File: src/rtl/multi_zone_light_ctrl.sv
// multi_zone_light_ctrl
// N-zone automatic lighting controller. Each zone runs its own small FSM
// (OFF/ON/HOLD/DIM) with one shared down-counter per zone that times both
// the HOLD and the DIM phase. Lamp enable, dim request and packed state are
// decoded straight from the state registers, so they change on the same edge
// that samples the sensor. A popcount of lit zones feeds the status display.
//
// state | meaning
// ------+-----------------------------------------------------------------
// OFF   | lamp dark; waits for motion (not in daylight) or force-on
// ON    | occupied; lamp fully lit while motion or force-on is present
// HOLD  | occupancy ended; lamp still fully lit for HOLD_CYCLES clocks
// DIM   | lamp dimmed for DIM_CYCLES clocks before going dark
module multi_zone_light_ctrl #(
    parameter int NUM_ZONES   = 4,
    parameter int HOLD_CYCLES = 200,
    parameter int DIM_CYCLES  = 50,
    parameter int TIMER_W     = 8
) (
    input  logic                               clk,
    input  logic                               rst_n,
    input  logic [NUM_ZONES-1:0]               motion,
    input  logic [NUM_ZONES-1:0]               force_on,
    input  logic                               daylight,
    output logic [2*NUM_ZONES-1:0]             zone_state,
    output logic [NUM_ZONES-1:0]               light_on,
    output logic [NUM_ZONES-1:0]               light_dim,
    output logic [$clog2(NUM_ZONES+1)-1:0]     active_zones
);

    localparam int CNT_W = $clog2(NUM_ZONES + 1);

    // Reload values: the timer counts down to zero inclusive, so a phase of
    // N clocks starts at N-1. A zero-length DIM phase never loads the timer.
    localparam logic [TIMER_W-1:0] HOLD_LOAD = TIMER_W'(HOLD_CYCLES - 1);
    localparam logic [TIMER_W-1:0] DIM_LOAD  =
        (DIM_CYCLES > 0) ? TIMER_W'(DIM_CYCLES - 1) : '0;
    localparam bit SKIP_DIM = (DIM_CYCLES == 0);

    typedef enum logic [1:0] {
        ST_OFF  = 2'b00,
        ST_ON   = 2'b01,
        ST_HOLD = 2'b10,
        ST_DIM  = 2'b11
    } zone_state_t;

    zone_state_t          state_q [NUM_ZONES];
    zone_state_t          state_d [NUM_ZONES];
    logic [TIMER_W-1:0]   timer_q [NUM_ZONES];
    logic [TIMER_W-1:0]   timer_d [NUM_ZONES];

    // trig keeps a lit zone lit; go is the stricter condition to light a dark
    // zone, where daylight suppresses plain motion but not force-on.
    logic [NUM_ZONES-1:0] trig;
    logic [NUM_ZONES-1:0] go;

    assign trig = motion | force_on;
    assign go   = force_on | (motion & {NUM_ZONES{~daylight}});

    // State and timer registers; reset aborts any running HOLD/DIM at once.
    always_ff @(posedge clk or negedge rst_n) begin
        if (!rst_n) begin
            for (int i = 0; i < NUM_ZONES; i++) begin
                state_q[i] <= ST_OFF;
                timer_q[i] <= '0;
            end
        end else begin
            for (int i = 0; i < NUM_ZONES; i++) begin
                state_q[i] <= state_d[i];
                timer_q[i] <= timer_d[i];
            end
        end
    end

    // Next-state and timer update per zone; a retrigger beats timer expiry.
    always_comb begin
        for (int i = 0; i < NUM_ZONES; i++) begin
            state_d[i] = state_q[i];
            timer_d[i] = timer_q[i];
            case (state_q[i])
                ST_OFF: begin
                    if (go[i]) begin
                        state_d[i] = ST_ON;
                    end
                end
                ST_ON: begin
                    if (!trig[i]) begin
                        state_d[i] = ST_HOLD;
                        timer_d[i] = HOLD_LOAD;
                    end
                end
                ST_HOLD: begin
                    if (trig[i]) begin
                        state_d[i] = ST_ON;
                    end else if (timer_q[i] == '0) begin
                        if (SKIP_DIM) begin
                            state_d[i] = ST_OFF;
                        end else begin
                            state_d[i] = ST_DIM;
                            timer_d[i] = DIM_LOAD;
                        end
                    end else begin
                        timer_d[i] = timer_q[i] - TIMER_W'(1);
                    end
                end
                ST_DIM: begin
                    if (trig[i]) begin
                        state_d[i] = ST_ON;
                    end else if (timer_q[i] == '0) begin
                        state_d[i] = ST_OFF;
                    end else begin
                        timer_d[i] = timer_q[i] - TIMER_W'(1);
                    end
                end
                default: begin
                    state_d[i] = ST_OFF;
                end
            endcase
        end
    end

    // Lamp outputs decode directly from the state registers (no extra stage).
    always_comb begin
        zone_state = '0;
        light_on   = '0;
        light_dim  = '0;
        for (int i = 0; i < NUM_ZONES; i++) begin
            zone_state[2*i +: 2] = state_q[i];
            light_on[i]          = (state_q[i] != ST_OFF);
            light_dim[i]         = (state_q[i] == ST_DIM);
        end
    end

    // Popcount of lit zones; CNT_W is sized to hold NUM_ZONES exactly.
    always_comb begin
        logic [CNT_W-1:0] cnt;
        cnt = '0;
        for (int i = 0; i < NUM_ZONES; i++) begin
            cnt = cnt + CNT_W'(light_on[i]);
        end
        active_zones = cnt;
    end

endmodule

File: config.mk
export PLATFORM = sky130hd
export DESIGN_NAME = multi_zone_light_ctrl
export DESIGN_NICKNAME = d
export VERILOG_FILES = /design/src/rtl/multi_zone_light_ctrl.sv
export SDC_FILE = /design/constraint.sdc
export NUM_CORES = 1
export LEC_CHECK = 0
export CAP_MARGIN = 20
export CORE_MARGIN = 3
export CORE_UTILIZATION = 58
export CTS_BUF_LIST = sky130_fd_sc_hd__clkbuf_4
export CTS_CLUSTER_SIZE = 8
export DETAILED_ROUTE_END_ITERATION = 12
export PLACE_DENSITY = 0.93
export SYNTH_ARGS = -nofsm -noshare
export SYNTH_HDL_FRONTEND = slang
export SYNTH_SLANG_ARGS = --single-unit
File: constraint.sdc
create_clock -name clk -period 2.89 [get_ports clk]
set_input_delay 0.578 -clock clk [delete_from_list [all_inputs] [get_ports clk]]
set_output_delay 0.578 -clock clk [all_outputs]
set_load 0.03 [all_outputs]
==> impl_metrics.env, run 1 <==
export IMPL_result_of_the_run="complete, no violations"
export IMPL_required_arrival_time_at_the_worst_endpoint_ns=2.31
export IMPL_total_routed_length_microns=6273
export IMPL_drv_max_cap_violation_count=0
export IMPL_worstPathArrival_ns=2.20
export IMPL_floorplan_initialDensity_pct=61.63
export IMPL_cp_end_kind="primary output"
export IMPL_synth_largest_area_cell="sky130_fd_sc_hd__dfrtp_1"
export IMPL_drc=0
export IMPL_antenna_found_initial=0
export IMPL_vdd_ir_drop_max_uv=303.5
export IMPL_power_per_cell_area_mw_per_mm2=444.5
export IMPL_grt_start_max_net_pins=41
export IMPL_clock_insertion_delay_worst_skew_ns=0.37
export IMPL_clock_pin_transition_on_the_worst_setup_and_hold_timing_paths_ns=0.13
export IMPL_synth_fp_nets=321
export IMPL_r2r_end="timer_q[26]"
export IMPL_final_hold_viol_count=0
export IMPL_vias=2453
export IMPL_max_stage_delay_ns=0.49
export IMPL_io_pin_count=30
export IMPL_final_instance_count_excl_fill=386
export IMPL_fillerInstances=301
export IMPL_die_area_sq_mm=0.005202
export IMPL_critical_path_most_common_cell="sky130_fd_sc_hd__ha_1"
export IMPL_critPathTopFamily="adder cells"
export IMPL_tritoncts="done"
export IMPL_port_buffer_count=29
export IMPL_place_congestion=0.8557
export IMPL_dp_hpwl_microns=4467
export IMPL_htree_levels=2
export IMPL_yosys_warnings=0
export IMPL_worst_setup_path_type="register to primary output"
export IMPL_root_buffer="sky130_fd_sc_hd__clkbuf_4"
export IMPL_yosys_top_cells_count="sky130_fd_sc_hd__dfrtp_1, sky130_fd_sc_hd__nor2_1, sky130_fd_sc_hd__nand2_1"
export IMPL_cellLeakagePower_nw=1.231
export IMPL_areaGrowthSynthToFinish_pct=17.66
export IMPL_fin_crit_sh_pct=96.29
export IMPL_global_route_wire_length_before_repair_microns=10870
export IMPL_netlist_instances=299
export IMPL_cts_hold_buffers=0
export IMPL_final_nets=357
export IMPL_grt_pass1_vias=2377
export IMPL_synthesis_area_per_instance_sq_um=8.482
export IMPL_rows=23
export IMPL_finalMaxSlewViolations=0
export IMPL_timing_critical_path_cells="inv_1 -> nand2_1 -> fa_1 -> ha_1 -> ha_1 -> buf_4"
export IMPL_ys_async_sr_fraction_pct=100.0
export IMPL_drt_pass1_iter_count=5
export IMPL_reg2regPathDepth=7
export IMPL_synth_ff_type="sky130_fd_sc_hd__dfrtp_1"
export IMPL_worst_slew_slack_as_a_fraction_of_its_limit_pct=41.01
export IMPL_timing_worst_slew_pin_value_ns=0.8848
export IMPL_gr_total_overflow=0
export IMPL_cts_sinks=40
export IMPL_yosysUniqueCellTypes=54
export IMPL_slowest_stage="sky130_fd_sc_hd__fa_1"
export IMPL_fin_skew_ns=0.02030
export IMPL_cp_max_fo=5
export IMPL_fp_coreArea_sq_mm=0.004115
export IMPL_synth_seq_area_share_pct=39.47
export IMPL_chipHeight_microns=72.13
export IMPL_drive_above_1_share_pct=10.71
export IMPL_synth_enable_flop_cells=0
export IMPL_floorplan_die_width_microns=72.13
export IMPL_drt_wirelength_per_cell_microns=16.25
export IMPL_diode_count=0
export IMPL_number_of_flip_flops_and_latches_in_the_synthesized_netlist=40
export IMPL_synth_area_top_cells="sky130_fd_sc_hd__dfrtp_1, sky130_fd_sc_hd__a21oi_1, sky130_fd_sc_hd__ha_1"
export IMPL_start_kind="register"
export IMPL_yosysTopAreaCellShare_pct=39.47
export IMPL_dp_cells=374
export IMPL_antenna_nets_post_route=0
export IMPL_timing_final_setup_violations=0
export IMPL_hold_path_class="input port to async pin"
export IMPL_critical_path_reg2reg_startpoint="timer_q[24]"
export IMPL_grt_total_usage_pct=26.12
export IMPL_post_synth_top_count_cell="sky130_fd_sc_hd__dfrtp_1"
export IMPL_critical_path_n_buffers_inverters=2
export IMPL_worst_r2r_setup_slack_ns=0.80
export IMPL_post_synth_instance_area_sq_mm=0.002536
export IMPL_final_critical_path_required_period_ns=2.783
export IMPL_via_per_instance_ratio=6.355
export IMPL_accumulated_negative_setup_slack_ns=0
export IMPL_cts_buffers=5
export IMPL_max_clock_path_buffers=2
export IMPL_fmax_mhz=359.4
export IMPL_initial_drc_count=351
-- per-stage QoR --
| step | setup WS, ns | cell area [sq um] | power [mW] | hold WS [ns] | utilization, % |
|---|---|---|---|---|---|
| final | 0.1072 | 2984 | 1.326 | 0.3076 | 72.51 |
| after global routing | -0.004425 | 2984 | 1.394 | 0.3780 | 72.51 |
| after CTS | 0.05383 | 2965 | 1.323 | 0.3485 | 72.06 |
| after detailed placement | 0.3494 | 2892 | 1.023 | 0.5250 | 70.26 |
| after global placement | 0.3869 | 2892 | 1.006 | 0.5055 | 70.26 |
| after floorplan | 0.09180 | 2536 | 0.8817 | 0.2824 | - |
-- timing repair --
| item | 4_1_cts | 5_1_grt |
|---|---|---|
| cloned | 0 | 0 |
| gates resized for setup | 2 | 2 |
| setup buffers | 2 | 2 |
| endpoints found under the setup margin | 1 | 1 |
| pin swaps | 0 | 0 |
-- final cells by class --
cell class,count,area (sq um),area share [%]
Clock inverter,2,11.26,0.3774
Tap cell,50,62.56,2.096
Sequential cell,40,1005,33.67
Inverter,22,82.58,2.767
Clock buffer,6,45.04,1.509
Multi-Input combinational cell,224,1403,47.00
Timing Repair Buffer,42,375.4,12.58
-- kinds of logic (layout without fill, tap and decap cells) --
kind of cell,count (synthesis),after routing,synth area share [%]
and+or+nand+nor,114,114,23.58
AOI/OAI and AO/OA,95,95,24.27
DFF,40,40,39.47
buffers and inverters,35,72,5.328
adders and majority gates,11,11,5.723
muxes,3,3,1.283
xor gates and xnor gates,1,1,0.3454
-- worst max path at each step --
| stage | from | to | slack (ns) | cells past startpoint |
|---|---|---|---|---|
| 2_1_floorplan | zone_state[1] | active_zones[1] | 0.09 | 5 |
| 3_3_place_gp | zone_state[1] | active_zones[1] | 0.39 | 5 |
| 3_5_place_dp | zone_state[1] | active_zones[1] | 0.35 | 5 |
| 4_1_cts | zone_state[1] | active_zones[1] | 0.05 | 5 |
| 5_1_grt | zone_state[7] | active_zones[1] | -0.004 | 6 |
| 6_report | zone_state[7] | active_zones[1] | 0.11 | 6 |
-- cell usage in the layout (no fill, tap or decap), types with 3 or more instances in the layout --
cell	n
sky130_fd_sc_hd__nor4b_1	5
sky130_fd_sc_hd__dfrtp_2	3
sky130_fd_sc_hd__a21oi_1	25
sky130_fd_sc_hd__or3_1	3
sky130_fd_sc_hd__o21ai_0	18
sky130_fd_sc_hd__nor2_1	28
sky130_fd_sc_hd__and2_1	6
sky130_fd_sc_hd__nand3_1	9
sky130_fd_sc_hd__nand4_1	6
sky130_fd_sc_hd__nor2b_1	4
sky130_fd_sc_hd__nand2_1	26
sky130_fd_sc_hd__a22oi_1	3
sky130_fd_sc_hd__o211ai_1	4
sky130_fd_sc_hd__o31ai_1	6
sky130_fd_sc_hd__inv_1	21
sky130_fd_sc_hd__a211o_1	4
sky130_fd_sc_hd__nor3_1	9
sky130_fd_sc_hd__or2_2	3
sky130_fd_sc_hd__clkdlybuf4s50_1	25
sky130_fd_sc_hd__a31oi_1	8
sky130_fd_sc_hd__o22ai_1	7
sky130_fd_sc_hd__ha_1	10
sky130_fd_sc_hd__buf_4	16
sky130_fd_sc_hd__dfrtp_1	37
sky130_fd_sc_hd__clkbuf_4	6
-- sequential cells by signal, summed over array words and instances (netlist names) --
register	cells
timer_q	32
zone_state	8
-- report_power, final --
part / internal (mW) / total (mW) / switching [mW]
logic: 0.149 / 0.376 / 0.227
clock network: 0.102 / 0.300 / 0.198
registers: 0.600 / 0.650 / 0.0500
-- layer usage --
metal / GRT usage (%) / share of wire (%) / up-vias / wire (microns)
met5: 0 / 0 / - / 0
met4: 10.02 / 1.7 / 0 / 108
met3: 4.571 / 6.2 / 11 / 387
met2: 45.50 / 50 / 115 / 3163
met1: 32.11 / 42 / 1151 / 2613
li1: - / - / 1176 / -
No activity file was read; power rests on OpenSTA's default activity.
==> run 2: changes to the inputs <==
Settings changed: SLEW_MARGIN set to 10.
==> results of run 2 <==
The final DEF is identical to that of run 1; final timing and power are the same.
==> run 3: changes to the inputs <==
Settings changed: REMOVE_ABC_BUFFERS set to 1.
==> run 3 against run 2 <==
Compared with the run above:
- fmax shrank 1.3%
- clock power grew 29%
- critical path type unchanged
- wire length shrank 0.16%
- setup slack lost 0.036 ns
- via count shrank 0.94%
- global-route usage shrank 0.57 points
- die area is the same
- clock skew grew 0.0016 ns
- non-clock buffer count shrank 3
- hold slack gained 0.0099 ns
- utilization is essentially flat
- combinational power is essentially flat
==> impl_metrics.env, run 3 (synthesis results as in run 1) <==
export IMPL_fin_skew_ns=0.02191
export IMPL_cp_end_kind="primary output"
export IMPL_diode_count=0
export IMPL_max_clock_path_buffers=2
export IMPL_clock_insertion_delay_worst_skew_ns=0.36
export IMPL_fmax_mhz=354.8
export IMPL_drive_above_1_share_pct=9.910
export IMPL_grt_pass1_vias=2230
export IMPL_most_common_library_cell_in_the_layout_ignoring_fill_and_taps="sky130_fd_sc_hd__dfrtp_1"
export IMPL_antenna_found_initial=0
export IMPL_areaGrowthSynthToFinish_pct=17.71
export IMPL_htree_levels=2
export IMPL_dr_wl_met3_microns=365
export IMPL_worst_setup_path_type="register to primary output"
export IMPL_required_arrival_time_at_the_worst_endpoint_ns=2.31
export IMPL_antenna_nets_post_route=0
export IMPL_finish_instance_area_sq_mm=0.002985
export IMPL_port_buffer_count=29
export IMPL_fp_coreArea_sq_mm=0.004115
export IMPL_worstPathArrival_ns=2.24
export IMPL_unrepaired_setup_endpoints_after_global_routing="no"
export IMPL_rows=23
export IMPL_start_kind="register"
export IMPL_cellLeakagePower_nw=1.234
export IMPL_global_route_wire_length_before_repair_microns=10470
export IMPL_critical_path_most_common_cell="sky130_fd_sc_hd__ha_1"
export IMPL_result_of_the_run="complete, no violations"
export IMPL_routed_wl_met2_microns=3078
export IMPL_fin_crit_sh_pct=97.52
export IMPL_timing_final_setup_violations=0
export IMPL_critPathTopFamily="adder cells"
export IMPL_drc=0
export IMPL_slowest_stage="sky130_fd_sc_hd__fa_1"
export IMPL_accumulated_negative_setup_slack_ns=0
export IMPL_floorplan_initialDensity_pct=61.63
export IMPL_die_area_sq_mm=0.005202
export IMPL_drt_pass1_iter_count=5
export IMPL_vdd_ir_drop_max_uv=343.5
export IMPL_grt_total_usage_pct=25.54
export IMPL_post_layout_total_power_mw=1.413
export IMPL_gr_total_overflow=0
export IMPL_place_congestion=0.9188
export IMPL_final_critical_path_required_period_ns=2.818
export IMPL_cp_max_fo=3
export IMPL_chipHeight_microns=72.13
export IMPL_root_buffer="sky130_fd_sc_hd__clkbuf_4"
export IMPL_layout_cells_most_common_list="sky130_fd_sc_hd__dfrtp_1, sky130_fd_sc_hd__nor2_1, sky130_fd_sc_hd__nand2_1, sky130_fd_sc_hd__a21oi_1, sky130_fd_sc_hd__clkdlybuf4s50_1"
export IMPL_tritoncts="done"
export IMPL_critical_path_n_buffers_inverters=1
export IMPL_max_stage_delay_ns=0.44
export IMPL_route_top_layer_used="met4"
export IMPL_finalMaxSlewViolations=0
export IMPL_worst_slew_slack_as_a_fraction_of_its_limit_pct=40.32
export IMPL_grt_start_max_net_pins=41
export IMPL_io_pin_count=30
export IMPL_cts_sinks=40
export IMPL_dp_hpwl_microns=4396
export IMPL_dp_cells=374
export IMPL_final_instance_count_excl_fill=383
export IMPL_vias=2430
export IMPL_final_nets=354
export IMPL_timing_critical_path_cells="or2_2 -> fa_1 -> ha_1 -> ha_1 -> buf_4"
export IMPL_drt_wirelength_per_cell_microns=16.35
export IMPL_hold_path_class="input port to async pin"
export IMPL_final_hold_viol_count=0
export IMPL_timing_worst_slew_pin_value_ns=0.8951
export IMPL_floorplan_die_width_microns=72.13
export IMPL_largest_reg_flops=32
export IMPL_cts_buffers=5
export IMPL_clock_pin_transition_on_the_worst_setup_and_hold_timing_paths_ns=0.14
export IMPL_via_per_instance_ratio=6.345
export IMPL_power_per_cell_area_mw_per_mm2=473.4
export IMPL_placedInstanceArea_sq_mm=0.002892
export IMPL_hold_worst_slack_ns=0.3175
export IMPL_met1_length_microns=2706
export IMPL_initial_drc_count=245
export IMPL_register_ranked_first_by_flip_flop_count="timer_q"
export IMPL_total_routed_length_microns=6263
export IMPL_drv_max_cap_violation_count=0
==> run 3: layout make-up <==
class | count | area, sq um
clock buffers | 6 | 45.04
clock inverters | 2 | 35.03
fillers | 302 | 1130
inverters | 22 | 82.58
multi-input cells | 224 | 1405
flip-flops and latches | 40 | 1002
well taps | 50 | 62.56
repair buffers | 39 | 352.8
==> run 3: per-layer routing <==
metal	global-route usage [%]	vias to the layer above
met2	40.95	89
met1	33.57	1166
met4	9.603	0
met3	6.094	12
met5	0	-
li1	-	1163
==> run 3: stage by stage <==
step	setup WS, ns	util, %
global placement	0.4776	70.26
floorplan	0.04485	-
global route	0.003796	72.54
CTS	0.003315	72.27
finish	0.07161	72.54
detailed placement	0.4053	70.26
==> run 3: final timing paths <==
kind	from	to	slack, ns	depth (start not counted)
setup / recovery	zone_state[3]	active_zones[1]	0.07	5
hold / removal	rst_n	timer_q[20]	0.32	1
setup reg to reg	timer_q[24]	timer_q[26]	0.49	6
hold reg to reg	timer_q[6]	timer_q[6]	0.53	2
max in group asynchronous	rst_n	zone_state[6]	1.94	1
min in group clk	timer_q[6]	timer_q[6]	0.53	2
==> run 3: power by group <==
part | internal (mW) | total [mW] | switching [mW]
Combinational | 0.149 | 0.378 | 0.229
Clock | 0.191 | 0.387 | 0.197
Sequential | 0.599 | 0.648 | 0.0483
Total | 0.939 | 1.41 | 0.474
==> run 3: repair_timing <==
action | CTS | global route
pin swaps | 0 | 0
gates resized for setup | 1 | 2
setup endpoints to repair | 1 | 1
gates cloned | 0 | 0
hold buffers | 0 | 0
setup buffers | 0 | 1
